`src/rtl/timer_counter_if.sv`:
```
// Bus-side signal bundle for the memory-mapped down-counting timer.
//
// Signals
//   addr   word select (bus byte address[3:2]): 0 CTRL, 1 PRESET, 2 COUNT, 3 reserved
//   we     write strobe, sampled at the rising clock edge
//   wdata  write data
//   rdata  read data, combinational from addr
//   irq    interrupt request toward CP0 hwint[0]
//
// Modports
//   master  system bridge / CPU side: drives addr, we, wdata
//   slave   timer side: drives rdata and irq
interface timer_counter_if;
    logic [1:0]  addr;
    logic        we;
    logic [31:0] wdata;
    logic [31:0] rdata;
    logic        irq;

    modport master (
        output addr,
        output we,
        output wdata,
        input  rdata,
        input  irq
    );

    modport slave (
        input  addr,
        input  we,
        input  wdata,
        output rdata,
        output irq
    );
endinterface

```
`src/rtl/timer_counter.sv`:
```
// Memory-mapped down-counting timer driving one CP0 hardware interrupt line.
//
// Software programs PRESET and CTRL over the bus; once enabled the timer loads
// PRESET into COUNT, counts down to zero and then raises a pending interrupt.
//   Mode 0 (one-shot):    irq is a level held until software writes CTRL or PRESET;
//                         hardware clears EN when the count expires.
//   Mode 1 (auto-reload): irq is a one-cycle pulse and the counter reloads.
//
// Ports
//   clk    system clock, all state changes on the rising edge
//   clr_n  asynchronous active-low reset
//   bus    timer_counter_if slave modport (addr, we, wdata, rdata, irq)
//
// Register map
//   0 CTRL   [0] EN, [2:1] MODE (01 auto-reload, anything else one-shot), [3] IM
//   1 PRESET read/write reload value
//   2 COUNT  read-only current count
//   3 reserved, reads 0, writes ignored
module timer_counter #(
    parameter int          CNT_WIDTH = 32,
    parameter logic [3:0]  CTRL_RST  = 4'h0
) (
    input  logic            clk,
    input  logic            clr_n,
    timer_counter_if.slave  bus
);

    typedef enum logic [1:0] {
        ST_IDLE,
        ST_LOAD,
        ST_CNT,
        ST_INT
    } state_t;

    state_t                 state;
    logic [3:0]             ctrl;
    logic [CNT_WIDTH-1:0]   preset;
    logic [CNT_WIDTH-1:0]   count;
    logic                   irq_pend;

    logic                   ctrl_wr;
    logic                   preset_wr;
    logic                   ctrl_en;
    logic                   mode_reload;

    assign ctrl_wr     = bus.we && (bus.addr == 2'd0);
    assign preset_wr   = bus.we && (bus.addr == 2'd1);
    assign ctrl_en     = ctrl[0];
    assign mode_reload = (ctrl[2:1] == 2'b01);

    // Interrupt is the pending flag gated by the mask; masking never clears
    // the pending flag itself.
    assign bus.irq = ctrl[3] & irq_pend;

    // Read mux; narrower counters are zero-extended onto the 32-bit bus.
    always_comb begin
        bus.rdata = 32'h0;
        case (bus.addr)
            2'd0:    bus.rdata = {28'h0, ctrl};
            2'd1:    bus.rdata = 32'(preset);
            2'd2:    bus.rdata = 32'(count);
            default: bus.rdata = 32'h0;
        endcase
    end

    // Register file and counting FSM. Statement order matters: the bus write
    // and acknowledge come first so that a later hardware assignment in the
    // same edge wins where intended (irq_pend set beats the acknowledge),
    // while the one-shot EN clear is skipped when software writes CTRL in
    // that same cycle so the written value survives.
    always_ff @(posedge clk or negedge clr_n) begin
        if (!clr_n) begin
            state    <= ST_IDLE;
            ctrl     <= CTRL_RST;
            preset   <= '0;
            count    <= '0;
            irq_pend <= 1'b0;
        end else begin
            if (ctrl_wr) begin
                ctrl <= bus.wdata[3:0];
            end
            if (preset_wr) begin
                preset <= CNT_WIDTH'(bus.wdata);
            end
            if (ctrl_wr || preset_wr) begin
                irq_pend <= 1'b0;
            end

            case (state)
                ST_IDLE: begin
                    if (ctrl_en) begin
                        state <= ST_LOAD;
                    end
                end
                ST_LOAD: begin
                    if (!ctrl_en) begin
                        state <= ST_IDLE;
                    end else begin
                        count <= preset;
                        state <= ST_CNT;
                    end
                end
                ST_CNT: begin
                    if (!ctrl_en) begin
                        state <= ST_IDLE;
                    end else if (count > CNT_WIDTH'(1)) begin
                        count <= count - CNT_WIDTH'(1);
                    end else begin
                        // A preset of 0 lands here too, giving the same
                        // timing as a preset of 1.
                        count    <= '0;
                        irq_pend <= 1'b1;
                        state    <= ST_INT;
                    end
                end
                ST_INT: begin
                    if (mode_reload) begin
                        irq_pend <= 1'b0;
                        state    <= ST_LOAD;
                    end else begin
                        if (!ctrl_wr) begin
                            ctrl[0] <= 1'b0;
                        end
                        state <= ST_IDLE;
                    end
                end
                default: begin
                    state <= ST_IDLE;
                end
            endcase
        end
    end

endmodule
```
`src/flat_wrapper.sv`:
```
// flat-port wrapper written by rule: the top's interface ports become plain ports
module timer_counter_flat 
#(
    parameter int          CNT_WIDTH = 32,
    parameter logic [3:0]  CTRL_RST  = 4'h0
)
  (clk, clr_n, bus_addr, bus_we, bus_wdata, bus_rdata, bus_irq);
  timer_counter_if bus_i ();
  input  logic clk;
  input  logic clr_n;
  input wire logic [$bits(bus_i.addr)-1:0] bus_addr;
  input wire logic [$bits(bus_i.we)-1:0] bus_we;
  input wire logic [$bits(bus_i.wdata)-1:0] bus_wdata;
  output wire logic [$bits(bus_i.rdata)-1:0] bus_rdata;
  output wire logic [$bits(bus_i.irq)-1:0] bus_irq;
  assign bus_i.addr = bus_addr;
  assign bus_i.we = bus_we;
  assign bus_i.wdata = bus_wdata;
  assign bus_rdata = bus_i.rdata;
  assign bus_irq = bus_i.irq;
  timer_counter #(.CNT_WIDTH(CNT_WIDTH), .CTRL_RST(CTRL_RST)) u_core (.clk(clk), .clr_n(clr_n), .bus(bus_i));
endmodule
```
`config.mk`:
```
export PLATFORM = sky130hd
export DESIGN_NAME = timer_counter_flat
export DESIGN_NICKNAME = d
export VERILOG_FILES = /design/src/rtl/timer_counter_if.sv /design/src/rtl/timer_counter.sv /design/src/flat_wrapper.sv
export SDC_FILE = /design/constraint.sdc
export NUM_CORES = 1
export LEC_CHECK = 0
export ABC_AREA = 1
export BUFFER_PORTS_ARGS = -buffer_cell sky130_fd_sc_hd__buf_4
export CAP_MARGIN = 20
export CORE_ASPECT_RATIO = 1.25
export CORE_MARGIN = 2
export CORE_UTILIZATION = 50
export CTS_CLUSTER_DIAMETER = 50
export CTS_CLUSTER_SIZE = 10
export DETAILED_ROUTE_END_ITERATION = 10
export HOLD_SLACK_MARGIN = 0.1
export PLACE_DENSITY = 0.74
export SLEW_MARGIN = 10
export SYNTH_ARGS = -nofsm -noshare
export SYNTH_HDL_FRONTEND = slang
export SYNTH_SLANG_ARGS = --single-unit
```
`constraint.sdc`:
```
create_clock -name clk -period 4.5 [get_ports clk]
set_input_delay 0.225 -clock clk [delete_from_list [all_inputs] [get_ports clk]]
set_output_delay 0.225 -clock clk [all_outputs]
set_load 0.02 [all_outputs]
```
==> results.cfg <==
[sta]
period_needed_ps = 2491
max_slew_margin_pct = 35.96
max_freq_mhz = 401.5
layout_setup_ws_ps = 2009
finalSetupViolations = 0
fin_crit_sh_pct = 55.35
tns_ps = 0
final-max-slew-violation-count = 0
finClkSkew_ps = 6.607
hold_viol = 0
rsz0062_at_grt = false
worst_pin_slew_ps = 957.2

[final_layout]
final_area_sq_um = 5588
nets = 712
seq_area_sq_um = 1777
layout.cells.non_filler = 793
multi_input_area_sq_um = 2412
num_antenna_cells = 0
fillers = 789
area_growth_pct = 23.27
final_layout_size_suffix_gt1_share_pct = 25.11

[worst_setup_path]
crit_path_end = u_core.count[26]$_DFFE_PN0P_
start_kind = register
crit_path_start = u_core.state[0]$_DFFE_PN0P_
r2r_cells = 8
critPathRequiredTime_ps = 4740
slowest_delay_ps = 690
r2r_setup_slack_ps = 2010
cp_slowest_cell = nand2_2
cp.arrival_ps = 2730
crit_type = reg -> reg
worstPathCellList = inv_1 > ha_1 > or2_1 > nand2_1 > nand2_2 > inv_2 > nor2_1 > a21oi_2
r2r_start = u_core.state[0]$_DFFE_PN0P_
crit_family = simple AND/OR/NAND/NOR gates
r2r_end = u_core.count[26]$_DFFE_PN0P_
crit_path_end_kind = register
path_depth = 8
worstPathMaxFanout = 46
critPathBufInv = 2

[clock_network]
clkTransAtPathRegs_ps = 70
cts_max_level = 3
cts_buffer_depth = 2
numCtsBuffers = 9
cts_tree = done
cts_root_buffer = clkbuf_8
numClockSinks = 71
clkLatencyLatePin_ps = 360
post_cts_buffers = 0

[detailed_routing]
wl_per_cell_microns = 15.22
dr.pass1.iters = 5
viasPerCell = 5.277
drtAntennaViolNets = 0
drt_iter0_markers = 183
route.detailed.drc = 0
via_count = 4185
drt-total-wl_microns = 12070

[synthesis]
syn-num-nets = 627
synth_largest_area_cell = dfrtp_1
ys_types = 33
synth_seq_cells = 71
synthTopCellsByArea = dfrtp_1 (39%), nand2_1 (11%), nor2_1 (6.5%)
syn_inst = 583
syn_area_per_cell_sq_um = 7.775
synth_area_sq_um = 4533
synth-seq-area-share_pct = 39.19
synth_top_area_share_pct = 39.19
yosys_warnings = 0

[pwr]
finalPower_mw = 3.195
p_leak_nw = 2.484
power_frac_comb_pct = 46.5
p_switching_mw = 1.418
clockPowerShare_pct = 18.5
p_sw_share_pct = 44.38
power_density_nw_per_um2 = 571.8
p_seq_share_pct = 35.0
peakVddDrop_uv = 457.9
internal_power_mw = 1.777

[floorplan]
die_w_microns = 89.17
pin_count = 70
die_area_sq_um = 9849
initial_core_util_pct = 51.82
row_count = 38
core-area_sq_um = 8748
die_y_microns = 110.5

[place]
dp_hpwl_microns = 8191
dpl_cell_area_sq_um = 5101
place_ws_ps = 1854
gp_congestion = 0.9042
place.port_buffers = 69
dp_cells = 753

[hold_path]
hp-class = in -> reg
hold_start = bus_wdata[25]

[global_route]
grt_pass1_wl_microns = 20290
gr-total-overflow = 0
antenna_found_initial = 0
grt_max_degree = 72
first_global_vias = 4226
gr-usage-all-layers_pct = 26.15

[run_status]
run_status = finished, final reports clean

[flow_run]
maxCapViolCount = 0
[worst reg2reg max path: stages (launching register included)]
cell and delay, ps:
dfrtp_1 420, inv_1 120, ha_1 230, or2_1 140, nand2_1 60, nand2_2 690
inv_2 430, nor2_1 250, a21oi_2 50
[power by group through the flow]
| stage | logic [mW] | clock network, mW | registers [mW] |
|---|---|---|---|
| floorplan | 1.14 | 0 | 1.05 |
| global placement | 1.40 | 0 | 1.11 |
| detailed placement | 1.45 | 0 | 1.13 |
| CTS | 1.47 | 0.600 | 1.12 |
| global route | 1.66 | 0.630 | 1.15 |
| finish | 1.49 | 0.591 | 1.12 |
[cells in the mapped netlist]
library cell and n:
ha_1 7, dfrtp_1 71, inv_2 2, nand2_2 8, nand3_2 13, o21ai_0 40, nor2_2 11, nand3_1 13
a21oi_2 15, buf_6 2, o211ai_1 2, nor2_4 6, mux2_2 18, o22ai_1 4, inv_1 59, clkbuf_1 10
xor2_1 8, o31ai_1 1, buf_2 7, o2111ai_1 1, a22oi_1 7, nand2_4 2, nand4_1 3, buf_4 1
a22oi_2 6, o21ai_1 7, a21oi_1 40, mux2_1 6, nand2_1 131, or2_1 1, buf_8 1, nor2_1 78
o221ai_1 2
[per-stage QoR]
| step | hold WS [ps] | utilization (%) |
|---|---|---|
| 5_1_grt | 112.3 | 63.87 |
| 3_3_place_gp | 417.8 | 58.31 |
| 4_1_cts | 100.2 | 63.39 |
| 3_5_place_dp | 430.0 | 58.31 |
| 2_1_floorplan | -70.59 | - |
| 6_report | 105.2 | 63.87 |
[layer usage]
layer | wire length [microns] | vias to the layer above | GRT usage [%]
met5 | 0 | - | 0
met4 | 254 | 0 | 9.453
met3 | 507 | 21 | 3.288
met2 | 6289 | 112 | 44.69
met1 | 5016 | 1989 | 33.06
li1 | - | 2063 | -
[logic make-up after synthesis]
group	share of synthesized area [%]
mux	5.962
xor+xnor	1.546
flops	39.19
fa+ha+maj	1.932
compound gates	16.95
buf+inv	7.646
simple gates	26.77
[cell usage in the layout (no fill, tap or decap), types with 2 or more instances in the layout]
cell	netlist	routed
nand3_2	13	13
bufinv_16	0	2
nor2_4	6	6
nor2_2	11	12
inv_2	2	2
mux2_1	6	6
inv_1	59	59
o21ai_1	7	7
nand2_1	131	131
a21oi_1	40	40
a22oi_1	7	7
o211ai_1	2	2
a21oi_2	15	15
clkbuf_1	10	2
mux2_2	18	18
dlygate4sd3_1	0	22
dfrtp_1	71	71
a22oi_2	6	6
nand3_1	13	13
clkbuf_8	0	11
o22ai_1	4	4
nand2_2	8	8
nand2_4	2	2
xor2_1	8	8
o221ai_1	2	2
ha_1	7	7
nand4_1	3	3
nor2_1	78	77
o21ai_0	40	40
buf_4	1	71
[cell type report]
class,count,area share (%)
Multi-Input combinational cell,430,43.17
Sequential cell,71,31.80
Timing Repair Buffer,95,14.24
Inverter,61,4.098
Clock buffer,13,2.844
Tap cell,120,2.687
Clock inverter,3,1.164
[sequential cells by signal, summed over array words and instances, names as in the netlist]
name	count
u_core.count	32
u_core.ctrl	4
u_core.irq_pend	1
u_core.preset	32
u_core.state	2
[how the worst min path moves through the flow]
stage | end | slack, ps | depth (start not counted)
4_1_cts | u_core.preset[25]$_DFFE_PN0P_ | 100 | 2
6_report | u_core.preset[25]$_DFFE_PN0P_ | 110 | 2
5_1_grt | u_core.preset[28]$_DFFE_PN0P_ | 110 | 2
2_1_floorplan | u_core.count[0]$_DFFE_PN0P_ | -70 | 0
3_5_place_dp | u_core.preset[29]$_DFFE_PN0P_ | 430 | 1
3_3_place_gp | u_core.preset[30]$_DFFE_PN0P_ | 420 | 1
[what timing repair did]
| action | in CTS | in global routing |
|---|---|---|
| resized for setup | 0 | 0 |
| hold endpoints to repair | 92 | 0 |
| hold buffers | 22 | 0 |
| endpoints found under the setup margin | 0 | 0 |
Note: power is estimated with default switching activity, not from simulation.
